<file path="config.mk">
export PLATFORM = sky130hd
export DESIGN_NAME = muldiv_unit_flat
export DESIGN_NICKNAME = d
export VERILOG_FILES = /design/src/rtl/muldiv_pkg.sv /design/src/rtl/muldiv_if.sv /design/src/rtl/muldiv_sign_fix.sv /design/src/rtl/muldiv_unit.sv /design/src/flat_wrapper.sv
export SDC_FILE = /design/constraint.sdc
export NUM_CORES = 1
export LEC_CHECK = 0
export CELL_PAD_IN_SITES_DETAIL_PLACEMENT = 1
export CELL_PAD_IN_SITES_GLOBAL_PLACEMENT = 1
export CORE_MARGIN = 8
export CORE_UTILIZATION = 48
export CTS_CLUSTER_SIZE = 10
export DETAILED_ROUTE_END_ITERATION = 10
export PLACE_DENSITY_LB_ADDON = 0.1
export REMOVE_ABC_BUFFERS = 1
export SYNTH_ARGS = -nofsm -noshare
export SYNTH_HDL_FRONTEND = slang
export SYNTH_SLANG_ARGS = --single-unit
</file>
<file path="constraint.sdc">
create_clock -name clk -period 8.35 [get_ports clk]
set_input_delay 0.835 -clock clk [delete_from_list [all_inputs] [get_ports clk]]
set_output_delay 0.835 -clock clk [all_outputs]
set_load 0.01 [all_outputs]
</file>
<file path="src/rtl/muldiv_pkg.sv">
// muldiv_pkg: shared op codes, FSM states and iteration count for the RV32M multiply/divide unit.
package muldiv_pkg;
  typedef enum logic [2:0] {MUL, MULH, MULHSU, MULHU, DIV, DIVU, REM, REMU} muldiv_op_e;
  typedef enum logic [1:0] {IDLE, CALC, FIN} muldiv_state_e;
  localparam int MULDIV_ITER = 32;
endpackage

</file>
<file path="src/rtl/muldiv_if.sv">
// muldiv_if: core-side request/response bundle of the multiply/divide unit.
interface muldiv_if #(parameter int XLEN = 32);
  logic start;
  logic kill;
  logic [2:0] op;
  logic [XLEN-1:0] rs1_data;
  logic [XLEN-1:0] rs2_data;
  logic [4:0] rd_in;
  logic busy;
  logic done;
  logic [XLEN-1:0] result;
  logic [4:0] rd_out;
  modport master(output start, kill, op, rs1_data, rs2_data, rd_in, input busy, done, result, rd_out);
  modport slave(input start, kill, op, rs1_data, rs2_data, rd_in, output busy, done, result, rd_out);
endinterface

</file>
<file path="src/rtl/muldiv_sign_fix.sv">
// muldiv_sign_fix: restores operand signs on the magnitude result and selects the architectural word.
module muldiv_sign_fix import muldiv_pkg::*; #(parameter int XLEN = 32) (
  input  muldiv_op_e op,
  input  logic [2*XLEN-1:0] acc,
  input  logic neg_a,
  input  logic neg_b,
  output logic [XLEN-1:0] result
);
  logic [2*XLEN-1:0] prod;
  logic [XLEN-1:0] rem;
  always_comb begin
    prod = (neg_a ^ neg_b) ? -acc : acc;
    rem = neg_a ? -acc[2*XLEN-1:XLEN] : acc[2*XLEN-1:XLEN];
    result = op[2] ? (op[1] ? rem : prod[XLEN-1:0])
                   : (op == MUL ? prod[XLEN-1:0] : prod[2*XLEN-1:XLEN]);
  end
endmodule

</file>
<file path="src/rtl/muldiv_unit.sv">
// muldiv_unit: iterative RV32M shift-add multiplier / restoring divider sharing one 64-bit register.
// Define MULDIV_FAST_MUL_EN to replace the iterative multiply with a single-cycle combinational one.
module muldiv_unit import muldiv_pkg::*; #(parameter int XLEN = 32) (
  input logic clk,
  input logic rst_n,
  muldiv_if.slave bus
);
  muldiv_state_e state, state_nx;
  muldiv_op_e op_q;
  logic [4:0] cnt, rd_q;
  logic [XLEN-1:0] b_q, abs_a, abs_b, fixed;
  logic [2*XLEN-1:0] acc, acc_nx, acc_init, fast_prod;
  logic [XLEN:0] mul_sum, div_diff;
  logic neg_a, neg_b, is_div, a_sgn, b_sgn, div_zero, ovf, fast, special, accept;

  assign is_div = bus.op[2];
  assign a_sgn = bus.op == MULH || bus.op == MULHSU || bus.op == DIV || bus.op == REM;
  assign b_sgn = bus.op == MULH || bus.op == DIV || bus.op == REM;
  assign abs_a = (a_sgn && bus.rs1_data[XLEN-1]) ? -bus.rs1_data : bus.rs1_data;
  assign abs_b = (b_sgn && bus.rs2_data[XLEN-1]) ? -bus.rs2_data : bus.rs2_data;
  assign div_zero = is_div && bus.rs2_data == '0;
  assign ovf = (bus.op == DIV || bus.op == REM) && &bus.rs2_data
               && bus.rs1_data == {1'b1, {(XLEN-1){1'b0}}};

`ifdef MULDIV_FAST_MUL_EN
  logic signed [2*XLEN-1:0] fa, fb;
  assign fa = {{XLEN{a_sgn & bus.rs1_data[XLEN-1]}}, bus.rs1_data};
  assign fb = {{XLEN{b_sgn & bus.rs2_data[XLEN-1]}}, bus.rs2_data};
  assign fast_prod = fa * fb;
  assign fast = !is_div;
`else
  assign fast_prod = '0;
  assign fast = 1'b0;
`endif

  assign special = div_zero || ovf || fast;
  assign accept = state == IDLE && bus.start && !bus.kill;
  assign bus.busy = state != IDLE;

  // Early-finishing ops preload the final value with clear sign flags so FIN passes it through.
  assign acc_init = div_zero ? {bus.rs1_data, {XLEN{1'b1}}}
                  : ovf ? {{XLEN{1'b0}}, 1'b1, {(XLEN-1){1'b0}}}
                  : fast ? fast_prod
                  : {{XLEN{1'b0}}, is_div ? abs_a : abs_b};

  // Multiply: {hi, multiplier} shifts right; divide: {rem, dividend} shifts left, quotient bits enter at lsb.
  assign mul_sum = {1'b0, acc[2*XLEN-1:XLEN]} + (acc[0] ? {1'b0, b_q} : '0);
  assign div_diff = acc[2*XLEN-1:XLEN-1] - {1'b0, b_q};
  assign acc_nx = !op_q[2] ? {mul_sum, acc[XLEN-1:1]}
                : div_diff[XLEN] ? {acc[2*XLEN-2:0], 1'b0}
                : {div_diff[XLEN-1:0], acc[XLEN-2:0], 1'b1};

  always_comb begin
    state_nx = state;
    if (state == FIN || (state == CALC && bus.kill)) state_nx = IDLE;
    else if (accept) state_nx = special ? FIN : CALC;
    else if (state == CALC && cnt == 5'(MULDIV_ITER - 1)) state_nx = FIN;
  end

  muldiv_sign_fix #(.XLEN(XLEN)) u_fix (
    .op(op_q), .acc(acc), .neg_a(neg_a), .neg_b(neg_b), .result(fixed)
  );

  always_ff @(posedge clk or negedge rst_n) begin
    if (!rst_n) begin
      state <= IDLE;
      cnt <= '0;
      op_q <= MUL;
      rd_q <= '0;
      b_q <= '0;
      acc <= '0;
      neg_a <= 1'b0;
      neg_b <= 1'b0;
      bus.done <= 1'b0;
      bus.result <= '0;
      bus.rd_out <= '0;
    end else begin
      state <= state_nx;
      bus.done <= 1'b0;
      if (accept) begin
        op_q <= muldiv_op_e'(bus.op);
        rd_q <= bus.rd_in;
        b_q <= is_div ? abs_b : abs_a;
        acc <= acc_init;
        neg_a <= a_sgn && bus.rs1_data[XLEN-1] && !special;
        neg_b <= b_sgn && bus.rs2_data[XLEN-1] && !special;
        cnt <= '0;
      end
      if (state == CALC) begin
        acc <= acc_nx;
        cnt <= cnt + 5'd1;
      end
      if (state == FIN && !bus.kill) begin
        bus.done <= 1'b1;
        bus.result <= fixed;
        bus.rd_out <= rd_q;
      end
    end
  end
endmodule

</file>
<file path="src/flat_wrapper.sv">
// flat-port wrapper written by rule: the top's interface ports become plain ports
module muldiv_unit_flat import muldiv_pkg::*;
#(parameter int XLEN = 32)
  (clk, rst_n, bus_start, bus_kill, bus_op, bus_rs1_data, bus_rs2_data, bus_rd_in, bus_busy, bus_done, bus_result, bus_rd_out);
  muldiv_if #(.XLEN(XLEN)) bus_i ();
  input logic clk;
  input logic rst_n;
  input wire logic [$bits(bus_i.start)-1:0] bus_start;
  input wire logic [$bits(bus_i.kill)-1:0] bus_kill;
  input wire logic [$bits(bus_i.op)-1:0] bus_op;
  input wire logic [$bits(bus_i.rs1_data)-1:0] bus_rs1_data;
  input wire logic [$bits(bus_i.rs2_data)-1:0] bus_rs2_data;
  input wire logic [$bits(bus_i.rd_in)-1:0] bus_rd_in;
  output wire logic [$bits(bus_i.busy)-1:0] bus_busy;
  output wire logic [$bits(bus_i.done)-1:0] bus_done;
  output wire logic [$bits(bus_i.result)-1:0] bus_result;
  output wire logic [$bits(bus_i.rd_out)-1:0] bus_rd_out;
  assign bus_i.start = bus_start;
  assign bus_i.kill = bus_kill;
  assign bus_i.op = bus_op;
  assign bus_i.rs1_data = bus_rs1_data;
  assign bus_i.rs2_data = bus_rs2_data;
  assign bus_i.rd_in = bus_rd_in;
  assign bus_busy = bus_i.busy;
  assign bus_done = bus_i.done;
  assign bus_result = bus_i.result;
  assign bus_rd_out = bus_i.rd_out;
  muldiv_unit #(.XLEN(XLEN)) u_core (.clk(clk), .rst_n(rst_n), .bus(bus_i));
endmodule
</file>
==> results of run 1 <==
## power groups by stage
stage | combinational (mW) | sequential, mW | clock [mW]
after floorplan | 3.87 | 1.53 | 0
after global placement | 5.42 | 1.60 | 0
after detailed placement | 5.59 | 1.62 | 0
after CTS | 5.67 | 1.61 | 0.885
after global routing | 6.25 | 1.66 | 0.908
final | 5.74 | 1.63 | 0.876
## logic make-up (layout without fill, tap and decap cells)
logic type               Yosys count  in the layout  synth area share, %
buffers and inverters            211            242                 5.47
AND/OR/NAND/NOR                  658            658                 20.3
multiplexers                      71             71                 4.78
flip-flops                       151            151                 25.0
AO/OA/AOI/OAI                    632            632                 26.7
adder cells (fa/ha/maj)           73             73                 6.13
XOR/XNOR                         201            201                 11.7
## critical path, stage by stage
cell	delay, ns
clkdlybuf4s50_1	0.52
inv_1	0.10
ha_1	0.20
or4b_2	0.66
nor4_2	0.68
and2_1	0.30
nand2_1	0.10
nor2_1	0.14
nand4_1	0.56
nand2_1	0.49
a22oi_1	0.12
o22a_1	0.20
## metrics by stage
stage	util [%]	hold slack [ns]	cells	setup WS (ns)
floorplan	-	0.439	1849	3.65
global placement	52.7	0.449	2398	3.64
detailed placement	52.7	0.456	2398	3.47
CTS	54.7	0.334	2430	3.85
global route	54.7	0.355	2430	3.60
finish	54.7	0.324	2430	3.76
## layout make-up
cell class / instances / area (um2)
clock buffer: 22 / 474
clock inverter: 10 / 169
fill: 3927 / 14200
inverter: 63 / 236
multi-input combinational: 1635 / 10600
sequential: 151 / 3780
tap: 402 / 503
timing repair buffer: 147 / 1390
## path summary, 6_finish.rpt
kind,end,startpoint,depth (start not counted),slack [ns]
min in group clk,u_core.bus.result[6],u_core.bus.result[6],2,0.47
hold reg to reg,u_core.bus.result[6],u_core.bus.result[6],2,0.47
max in group asynchronous,u_core.cnt[2],rst_n,2,6.89
hold / removal,u_core.b_q[6],rst_n,1,0.32
setup reg to reg,u_core.acc[62],u_core.acc[0],13,3.84
setup / recovery,u_core.state[0],bus_rs1_data[0],12,3.76
## layout by cell type (no fill, tap or decap), types with 11 or more instances in the layout
cell             count
buf_4               34
nand3_1             28
o211ai_1            27
nand4_1             23
xor2_1              76
nor2_1             177
a21o_1              25
a21oi_1            157
nor3_1              64
o31ai_1             31
nor4_1              14
nand2_1            237
xnor2_1            122
mux2i_1             61
or4_1               16
a221o_1             11
clkdlybuf4s50_1    112
o41ai_1             16
a211oi_1            20
nand2b_1            27
inv_1               61
a221oi_1            42
clkbuf_16           17
o21ai_0            177
o22ai_1             11
ha_1                71
o221ai_1            17
dfrtp_1            150
a31oi_1             22
## layer usage
| layer | GRT usage, % | vias to the layer above | share of wire, % |
|---|---|---|---|
| li1 | - | 7284 | - |
| met1 | 41.5 | 8018 | 43 |
| met2 | 51.9 | 645 | 46 |
| met3 | 5.21 | 148 | 6.1 |
| met4 | 14.1 | 0 | 4.3 |
| met5 | 0 | - | 0 |
## flip-flops by register name (all words and copies together), names as in the netlist
register and flops:
u_core.bus.rd_out 5, u_core.bus.result 32, u_core.acc 64, u_core.b_q 32
u_core.state 2, u_core.cnt 5, u_core.bus.done 1, u_core.rd_q 5
u_core.op_q 3, u_core.neg_b 1, u_core.neg_a 1
==> summary.txt, run 1 <==
CTS
  • CTS clock-pin slew for the worst setup and hold paths: ~0.070 ns
  • Root Buffer: clkbuf_16
  • PostCTS Resize Cnt: 0
  • Total CTS buffers: 17
  • Hold Buf Count CTS: 0
  • Post-CTS Setup Repair Bufs: 0
  • Clk Latency, worst-skew pair: 0.46 ns
  • TritonCTS clock tree: built
  • CTS Buffer Depth: 2
  • CTS H-tree lvls: 4
  • Clock tree sinks: around 150

Synthesis
  • Sequential area share after synthesis: 25.0%
  • Post-synth top cells: nand2_1 (237), nor2_1 (180), o21ai_0 (177)
  • Flops & latches, synth: 151
  • Count leader, synth: nand2_1
  • EDFF count, synth: 0
  • Top_reg_cell synth: dfrtp_1
  • Post-synth cell types: 83
  • Yosys Warn Count: 0
  • Synth top area cells: dfrtp_1 (25%), xnor2_1 (7.1%), nand2_1 (5.9%)
  • Asr flop ratio synth: 100%
  • Mapped Cells: 1997
  • Mean Syn Cell Area: 7.58 um2
  • Top cell type's share of synthesized area: 25.0%
  • Synth area leader: dfrtp_1
  • Mapped cell area: ~15000 um2

Global route
  • GRT Overall Usage: 31.9%
  • Vias in the first global route: 16300
  • Global-route wire length before repair: approximately 95 mm
  • Largest net degree at the start of global routing: 88
  • Initial antenna violation count: 0
  • GRT Residual Overflow: 0

Power
  • Max VDD drop: 0.000322 V
  • Reg power frac: 19.8%
  • Logic pwr share: between 60% and 70%
  • LEAKAGE: 6.91 nW
  • Net Sw Frac: 52.7%
  • Internal: 3.90 mW
  • Power per cell area: ~480 nW/um2
  • Clk pwr share: 10.6%
  • NetSw: 4.34 mW
  • Overall power: 8.24 mW

Placement
  • Port buffer count: 114
  • Post-DP HPWL: between 40 and 50 mm
  • Dpl cell area: 16500 um2
  • Placer congestion estimate: between 0.9 and 1

Timing
  • Fmax: 218 MHz
  • Max-slew violation count: 0
  • Slew at the pin closest to its max-slew limit: 0.964 ns
  • Tcrit/Tclk final: between 50% and 60%
  • Clock skew: between 0.01 and 0.015 ns
  • Rel. slew slack: 35.8%
  • Final setup violation count: 0
  • Fin Setup TNS: 0 ns
  • Final Hold Vio Count: 0
  • Fin crit period: 4.59 ns
  • Unrepaired setup endpoints after global routing: no

Drt
  • Remaining antenna violation count after routing: 0
  • Drt drc: 0
  • Drt wl/cell: between 20 and 30 um
  • WL final: 61.5 mm
  • DRT Pass-1 Iters: 6
  • Drt via density: 6.62
  • Via count: approximately 16000
  • DRT iter0 DRCs: ~1400

Worst setup path
  • Startpoint Class: input port
  • Worst EP arrival: between 4 and 5 ns
  • CP endpoint kind: register
  • Critical path class: input port to register
  • Worst-path fanout max: 13
  • Worst Path Required: 8.69 ns

Floorplanning
  • Core area: 31300 um2
  • Die area: 37500 um2
  • # rows: 65
  • Initial Utilization: between 40 and 50%
  • I/O pin count: between 100 and 150
  • Width of the chip: 194 um
  • Chip height: 194 um

Finish
  • Area grow syn2layout: 13.2%
  • Layout cells sized above 1: under 10%
  • Final net count: 2164
  • Ant. Diodes: 0
  • Post-Layout Inst Area: 17100 um2

Status
  • Outcome: complete, no violations

Job
  • Max Cap Violations: 0

Hold path
  • Hold Crit Class: input port to asynchronous set/reset pin
Power figures use the tool's default switching activity.
==> run 2, diff against run 1 <==
--- a/config.mk
+++ b/config.mk
@@ -8,7 +8,7 @@
 export CELL_PAD_IN_SITES_DETAIL_PLACEMENT = 1
 export CELL_PAD_IN_SITES_GLOBAL_PLACEMENT = 1
 export CORE_MARGIN = 8
-export CORE_UTILIZATION = 48
+export CORE_UTILIZATION = 45
 export CTS_CLUSTER_SIZE = 10
 export DETAILED_ROUTE_END_ITERATION = 10
 export PLACE_DENSITY_LB_ADDON = 0.1
==> constraint.sdc (replaced) <==
create_clock -name clk -period 4.47 [get_ports clk]
set_input_delay 0.447 -clock clk [delete_from_list [all_inputs] [get_ports clk]]
set_output_delay 0.447 -clock clk [all_outputs]
set_load 0.01 [all_outputs]
==> run 2 against run 1 <==
  * Routed wire length up 0.36%
  * Total power up 88%
  * Core utilization down 2.7 points
  * Worst setup slack worse by 3.5 ns
  * Sequential power up 75%
==> summary.txt, run 2 (synthesis results as in run 1) <==
Worst setup path
  • R2R Setup Slk: 0.31 ns
  • Worst setup endpoint: u_core.acc[34]
  • Worst Path Required: 4.74 ns
  • CP endpoint kind: register
  • Critical path class: register to register
  • Worst EP arrival: about 4.4 ns
  • Crit-path max cell delay: 0.74 ns
  • Slowest cell on crit path: a2111oi_0
  • R2R depth: 13
  • Crit path from: u_core.acc[31]
  • Reg2Reg Capture Point: u_core.acc[34]
  • Delay-heaviest family, CP: compound AO/OA/AOI/OAI gates
  • CP Depth: 13
  • Critical-path cell list: inv_1 > ha_1 > fa_1 > nand2b_1 > a21o_1 > a21o_1 > a2111oi_0 > a211oi_2 > xnor2_4 > buf_4 > nor2_1 > a31oi_1 > a221oi_1
  • Worst-path fanout max: 25
  • CP Buf/Inv Count: 2
  • Startpoint Class: register
  • Most frequent CP cell: a21o_1
  • Reg2reg start: u_core.acc[31]

Timing
  • Unrepaired setup endpoints after global routing: no
  • Tcrit/Tclk final: 93.1%
  • Slew at the pin closest to its max-slew limit: ~1.2 ns
  • Rel. slew slack: between 20% and 30%
  • Fmax: around 240 MHz
  • Max-slew violation count: 0
  • Final setup violation count: 0
  • Hold Slack: 0.0330 ns
  • Fin crit period: between 4 and 5 ns
  • Final Hold Vio Count: 0
  • Clock skew: about 0.012 ns

Finish
  • Non-Filler Instances: 2502
  • Biggest regs: u_core.acc: 64 flops, u_core.b_q: 32 flops, u_core.bus.result: 32 flops
  • Post-Layout Inst Area: 17400 um2
  • Area grow syn2layout: 14.6%
  • Fillers: 4203
  • Register area: ~3800 um2
  • Commonest non-fill, non-tap cell in the layout: nand2_1
  • Max FFs per register: 64
  • Ant. Diodes: 0
  • Area of the multi-input gates: 10600 um2
  • Layout cells sized above 1: 6.72%
  • Largest reg by FF count: u_core.acc
  • Final net count: 2190
  • Commonest non-fill, non-tap cells in the layout: nand2_1 (237), nor2_1 (178), o21ai_0 (177)

CTS
  • Root Buffer: clkbuf_16
  • Clk Latency, worst-skew pair: 0.45 ns
  • Total CTS buffers: 17
  • CTS clock-pin slew for the worst setup and hold paths: ~0.07 ns
  • Post-CTS Setup Repair Bufs: 0
  • TritonCTS clock tree: built
  • Clock tree sinks: 151
  • CTS H-tree lvls: 4
  • CTS Buffer Depth: 2
  • PostCTS Resize Cnt: 0
  • Hold Buf Count CTS: 0

Floorplanning
  • Core area: 33400 um2
  • I/O pin count: 115
  • Chip height: 199 um
  • # rows: 67
  • Die area: 39800 um2
  • Initial Utilization: 45.4%
  • Width of the chip: roughly 200 um

Hold path
  • Hold Crit Class: input port to asynchronous set/reset pin

Drt
  • Drt wl/cell: between 20 and 25 um
  • DRT iter0 DRCs: 1287
  • Drt drc: 0
  • DRT Pass-1 Iters: 5
  • WL final: 61.7 mm
  • Remaining antenna violation count after routing: 0
  • Via count: about 16000
  • Drt via density: 6.43

Global route
  • Initial antenna violation count: 1
  • Global-route wire length before repair: 95.0 mm
  • GRT Overall Usage: 30.8%
  • Largest net degree at the start of global routing: 106
  • Vias in the first global route: about 16000
  • GRT Residual Overflow: 0

Job
  • Max Cap Violations: 0

Placement
  • Port buffer count: 114
  • Cell total after placement: 2470
  • Dpl cell area: 16800 um2
  • Placer congestion estimate: 0.992
  • Post-DP HPWL: 47.4 mm

Power
  • Overall power: roughly 16 mW
  • Max VDD drop: 0.000413 V
  • Power per cell area: 895 nW/um2
  • LEAKAGE: 7.03 nW

Status
  • Outcome: complete, no violations
-- run 2: worst min path at each step --
stage	slack, ns	from	to	cells after the start
floorplan	0.15	rst_n	u_core.acc[0]	0
global placement	0.45	u_core.rd_q[0]	u_core.bus.rd_out[0]	2
detailed placement	0.45	u_core.bus.result[6]	u_core.bus.result[6]	2
CTS	0.07	rst_n	u_core.b_q[10]	1
global route	0.09	rst_n	u_core.b_q[7]	1
finish	0.03	rst_n	u_core.b_q[9]	1
-- run 2: cell type report --
class	instances	share of cell area (%)
Multi-Input combinational cell	1635	61.0
Clock inverter	13	0.894
Tap cell	448	3.23
Inverter	63	1.36
Timing Repair Buffer	173	9.19
Clock buffer	19	2.55
Sequential cell	151	21.8
-- run 2: per-layer routing --
| layer | track usage [%] | share of wire [%] |
|---|---|---|
| met1 | 41.0 | 44 |
| met2 | 50.2 | 46 |
| met3 | 4.33 | 5.6 |
| met4 | 12.0 | 3.7 |
| met5 | 0 | 0.021 |
-- run 2: metrics by stage --
step / setup slack (ns) / TNS (ns) / utilization (%)
2_1_floorplan: -0.230 / -0.230 / -
6_report: 0.308 / 0 / 52.0
5_1_grt: 0.135 / 0 / 52.0
4_1_cts: 0.399 / 0 / 52.0
3_5_place_dp: 0.425 / 0 / 50.2
3_3_place_gp: 0.554 / 0 / 50.2
-- run 2: report_power, final --
part           total (mW)  switching, mW  leakage [nW]  internal (mW)
logic                11.1           6.71          4.91           4.44
clock network        1.53          0.645         0.288          0.889
registers            2.85          0.829          1.83           2.02
==> run 3, diff against run 2 <==
--- a/config.mk
+++ b/config.mk
@@ -12,7 +12,9 @@
 export CTS_CLUSTER_SIZE = 10
 export DETAILED_ROUTE_END_ITERATION = 10
 export PLACE_DENSITY_LB_ADDON = 0.1
+export RECOVER_POWER = 50
 export REMOVE_ABC_BUFFERS = 1
+export SETUP_SLACK_MARGIN = 0.5
 export SYNTH_ARGS = -nofsm -noshare
 export SYNTH_HDL_FRONTEND = slang
 export SYNTH_SLANG_ARGS = --single-unit
==> run 3 against run 2 <==
  * The run now ends with capacitance limit, slew limit left
  * Largest cell class unchanged
  * Sequential share of layout area is essentially flat
  * Die area unchanged
  * Register-to-register slack improved by 0.33 ns
  * Highest routed layer unchanged
  * Clock power is essentially flat
  * Via count rose by 0.37%
  * Cell count is the same
  * Worst hold slack improved by 0.42 ns
  * Non-clock buffer count unchanged
  * Sequential cell count did not move
  * Sequential power about the same
==> summary.txt, run 3 (synthesis results as in run 1) <==
Hold path
  • Hold Crit Class: register to register

Timing
  • Unrepaired setup endpoints after global routing: yes
  • Hold Slack: 0.455 ns
  • Final Hold Vio Count: 0
  • Tcrit/Tclk final: 85.8%
  • Fmax: 261 MHz
  • Final setup violation count: 0
  • Rel. slew slack: -49.7%
  • Clock skew: 0.0126 ns
  • Max-slew violation count: 173
  • Fin crit period: 3.84 ns
  • Slew at the pin closest to its max-slew limit: roughly 2.2 ns

Floorplanning
  • Initial Utilization: 45.4%
  • Core area: between 30000 and 40000 um2
  • Die area: 39800 um2
  • Chip height: 199 um
  • # rows: 67
  • Width of the chip: between 150 and 200 um
  • I/O pin count: 115

Finish
  • Commonest non-fill, non-tap cells in the layout: nand2_1 (237), nor2_1 (179), o21ai_0 (177)
  • Area grow syn2layout: 14.5%
  • Non-Filler Instances: between 2000 and 3000
  • Ant. Diodes: 0
  • Post-Layout Inst Area: 17300 um2
  • Largest reg by FF count: u_core.acc
  • Register area: 3780 um2
  • Layout cells sized above 1: 6.77%
  • Max FFs per register: 64
  • Area of the multi-input gates: 10600 um2
  • Commonest non-fill, non-tap cell in the layout: nand2_1
  • Post-Route Utilization: 52.0%
  • Final net count: 2190
  • Biggest regs: u_core.acc: 64 flops, u_core.b_q: 32 flops, u_core.bus.result: 32 flops
  • Fillers: 4206

Power
  • Max VDD drop: 0.000415 V
  • Clk pwr share: under 10%
  • Logic pwr share: 71.8%
  • Power per cell area: 895 nW/um2
  • Reg power frac: a little under a fifth
  • Internal: between 7 and 8 mW
  • LEAKAGE: between 7 and 8 nW
  • NetSw: 8.18 mW
  • Net Sw Frac: between 50% and 60%

CTS
  • Total CTS buffers: 17
  • CTS H-tree lvls: 4
  • Clock tree sinks: approximately 150
  • Clk Latency, worst-skew pair: 0.45 ns
  • CTS Buffer Depth: 2
  • TritonCTS clock tree: built
  • CTS clock-pin slew for the worst setup and hold paths: 0.07 ns
  • Root Buffer: clkbuf_16

Global route
  • Met1 Use GR: 40.9%
  • M3 GR Usage: 4.33%
  • Largest net degree at the start of global routing: 106
  • GRT Residual Overflow: 0
  • Met2 GRT Util: 50.2%
  • Vias in the first global route: 16400
  • Most used routing layer in global routing: met2
  • GRT Overall Usage: 30.8%
  • Initial antenna violation count: 1
  • Global-route wire length before repair: 95.0 mm

Worst setup path
  • Startpoint Class: register
  • Critical path class: register to register
  • CP endpoint kind: register
  • Worst Path Required: 4.80 ns
  • Worst EP arrival: 4.17 ns
  • Worst-path fanout max: 14

Drt
  • DRT Pass-1 Iters: 5
  • Drt drc: 0
  • Drt wl/cell: 24.6 um
  • Remaining antenna violation count after routing: 0
  • Drt via density: approximately 6.5
  • DRT iter0 DRCs: between 1000 and 1500
  • Via count: 16200
  • WL final: approximately 60 mm

Placement
  • Post-DP HPWL: 47.4 mm
  • Placer congestion estimate: 0.992
  • Cell total after placement: 2470
  • Port buffer count: 114
  • Dpl cell area: approximately 17000 um2

Status
  • Failing checks: capacitance limit, slew limit
  • Outcome: finished, violations left

Job
  • Max Cap Violations: 3
run 3: changes by cell type in the layout (fill, tap and decap cells not counted), sizes merged:
| cell | change |
|---|---|
| clkbuf | +2 |
| dlygate4sd3 | +12 |
| buf | -2 |
| clkdlybuf4s50 | -12 |
run 3: worst paths after layout:
| path | cells past startpoint | end | slack [ns] | from |
|---|---|---|---|---|
| min | 2 | u_core.bus.result[6] | 0.46 | u_core.bus.result[6] |
| max in group asynchronous | 2 | u_core.state[0] | 0.97 | rst_n |
| max | 13 | u_core.acc[56] | 0.63 | u_core.acc[31] |
| min in group asynchronous | 1 | u_core.b_q[10] | 0.62 | rst_n |
| max reg2reg | 13 | u_core.acc[56] | 0.63 | u_core.acc[31] |
| min reg2reg | 2 | u_core.bus.result[6] | 0.46 | u_core.bus.result[6] |
run 3: worst max-delay path, stage by stage, from the launching register on:
cell and delay [ns]:
dfrtp_1 0.47, inv_1 0.15, ha_1 0.26, fa_1 0.40, nand2b_1 0.21, a21o_1 0.21
a21o_1 0.21, a2111oi_2 0.44, a211oi_2 0.16, xnor2_4 0.24, buf_4 0.28, mux2i_1 0.22
o22ai_1 0.13, a221o_1 0.31
run 3: final cells by class:
class	count	share of cell area [%]
Inverter	63	1.36
Clock inverter	13	0.895
Multi-Input combinational cell	1635	61.0
Timing Repair Buffer	173	9.10
Sequential cell	151	21.8
Clock buffer	19	2.55
Tap cell	448	3.23
run 3: timing repair:
item,4_1_cts,5_1_grt
endpoints found under the setup margin,5,14
pin swaps,0,0
hold buffers,0,0
setup buffers,0,0
gates resized for setup,2,3
run 3: power by group through the flow:
stage	registers [mW]	clock network (mW)	logic [mW]
final	2.85	1.53	11.1
after global routing	2.92	1.60	12.1
after CTS	2.83	1.55	11.0
after detailed placement	2.84	0	10.9
after global placement	2.81	0	10.6
after floorplan	2.86	0	7.23
run 3: routing by layer:
layer	wire length [um]	part of all wire [%]	up-vias
li1	-	-	7326
met1	26800	44	8076
met2	28400	46	624
met3	3800	6.2	124
met4	2500	4.1	2
met5	13	0.021	-
run 3: through the flow:
step	total power [mW]	worst slack (ns)	TNS, ns
2_1_floorplan	10.1	-0.230	-0.230
3_3_place_gp	13.4	0.554	0
3_5_place_dp	13.8	0.425	0
4_1_cts	15.4	0.541	0
5_1_grt	16.6	0.305	0
6_report	15.5	0.633	0
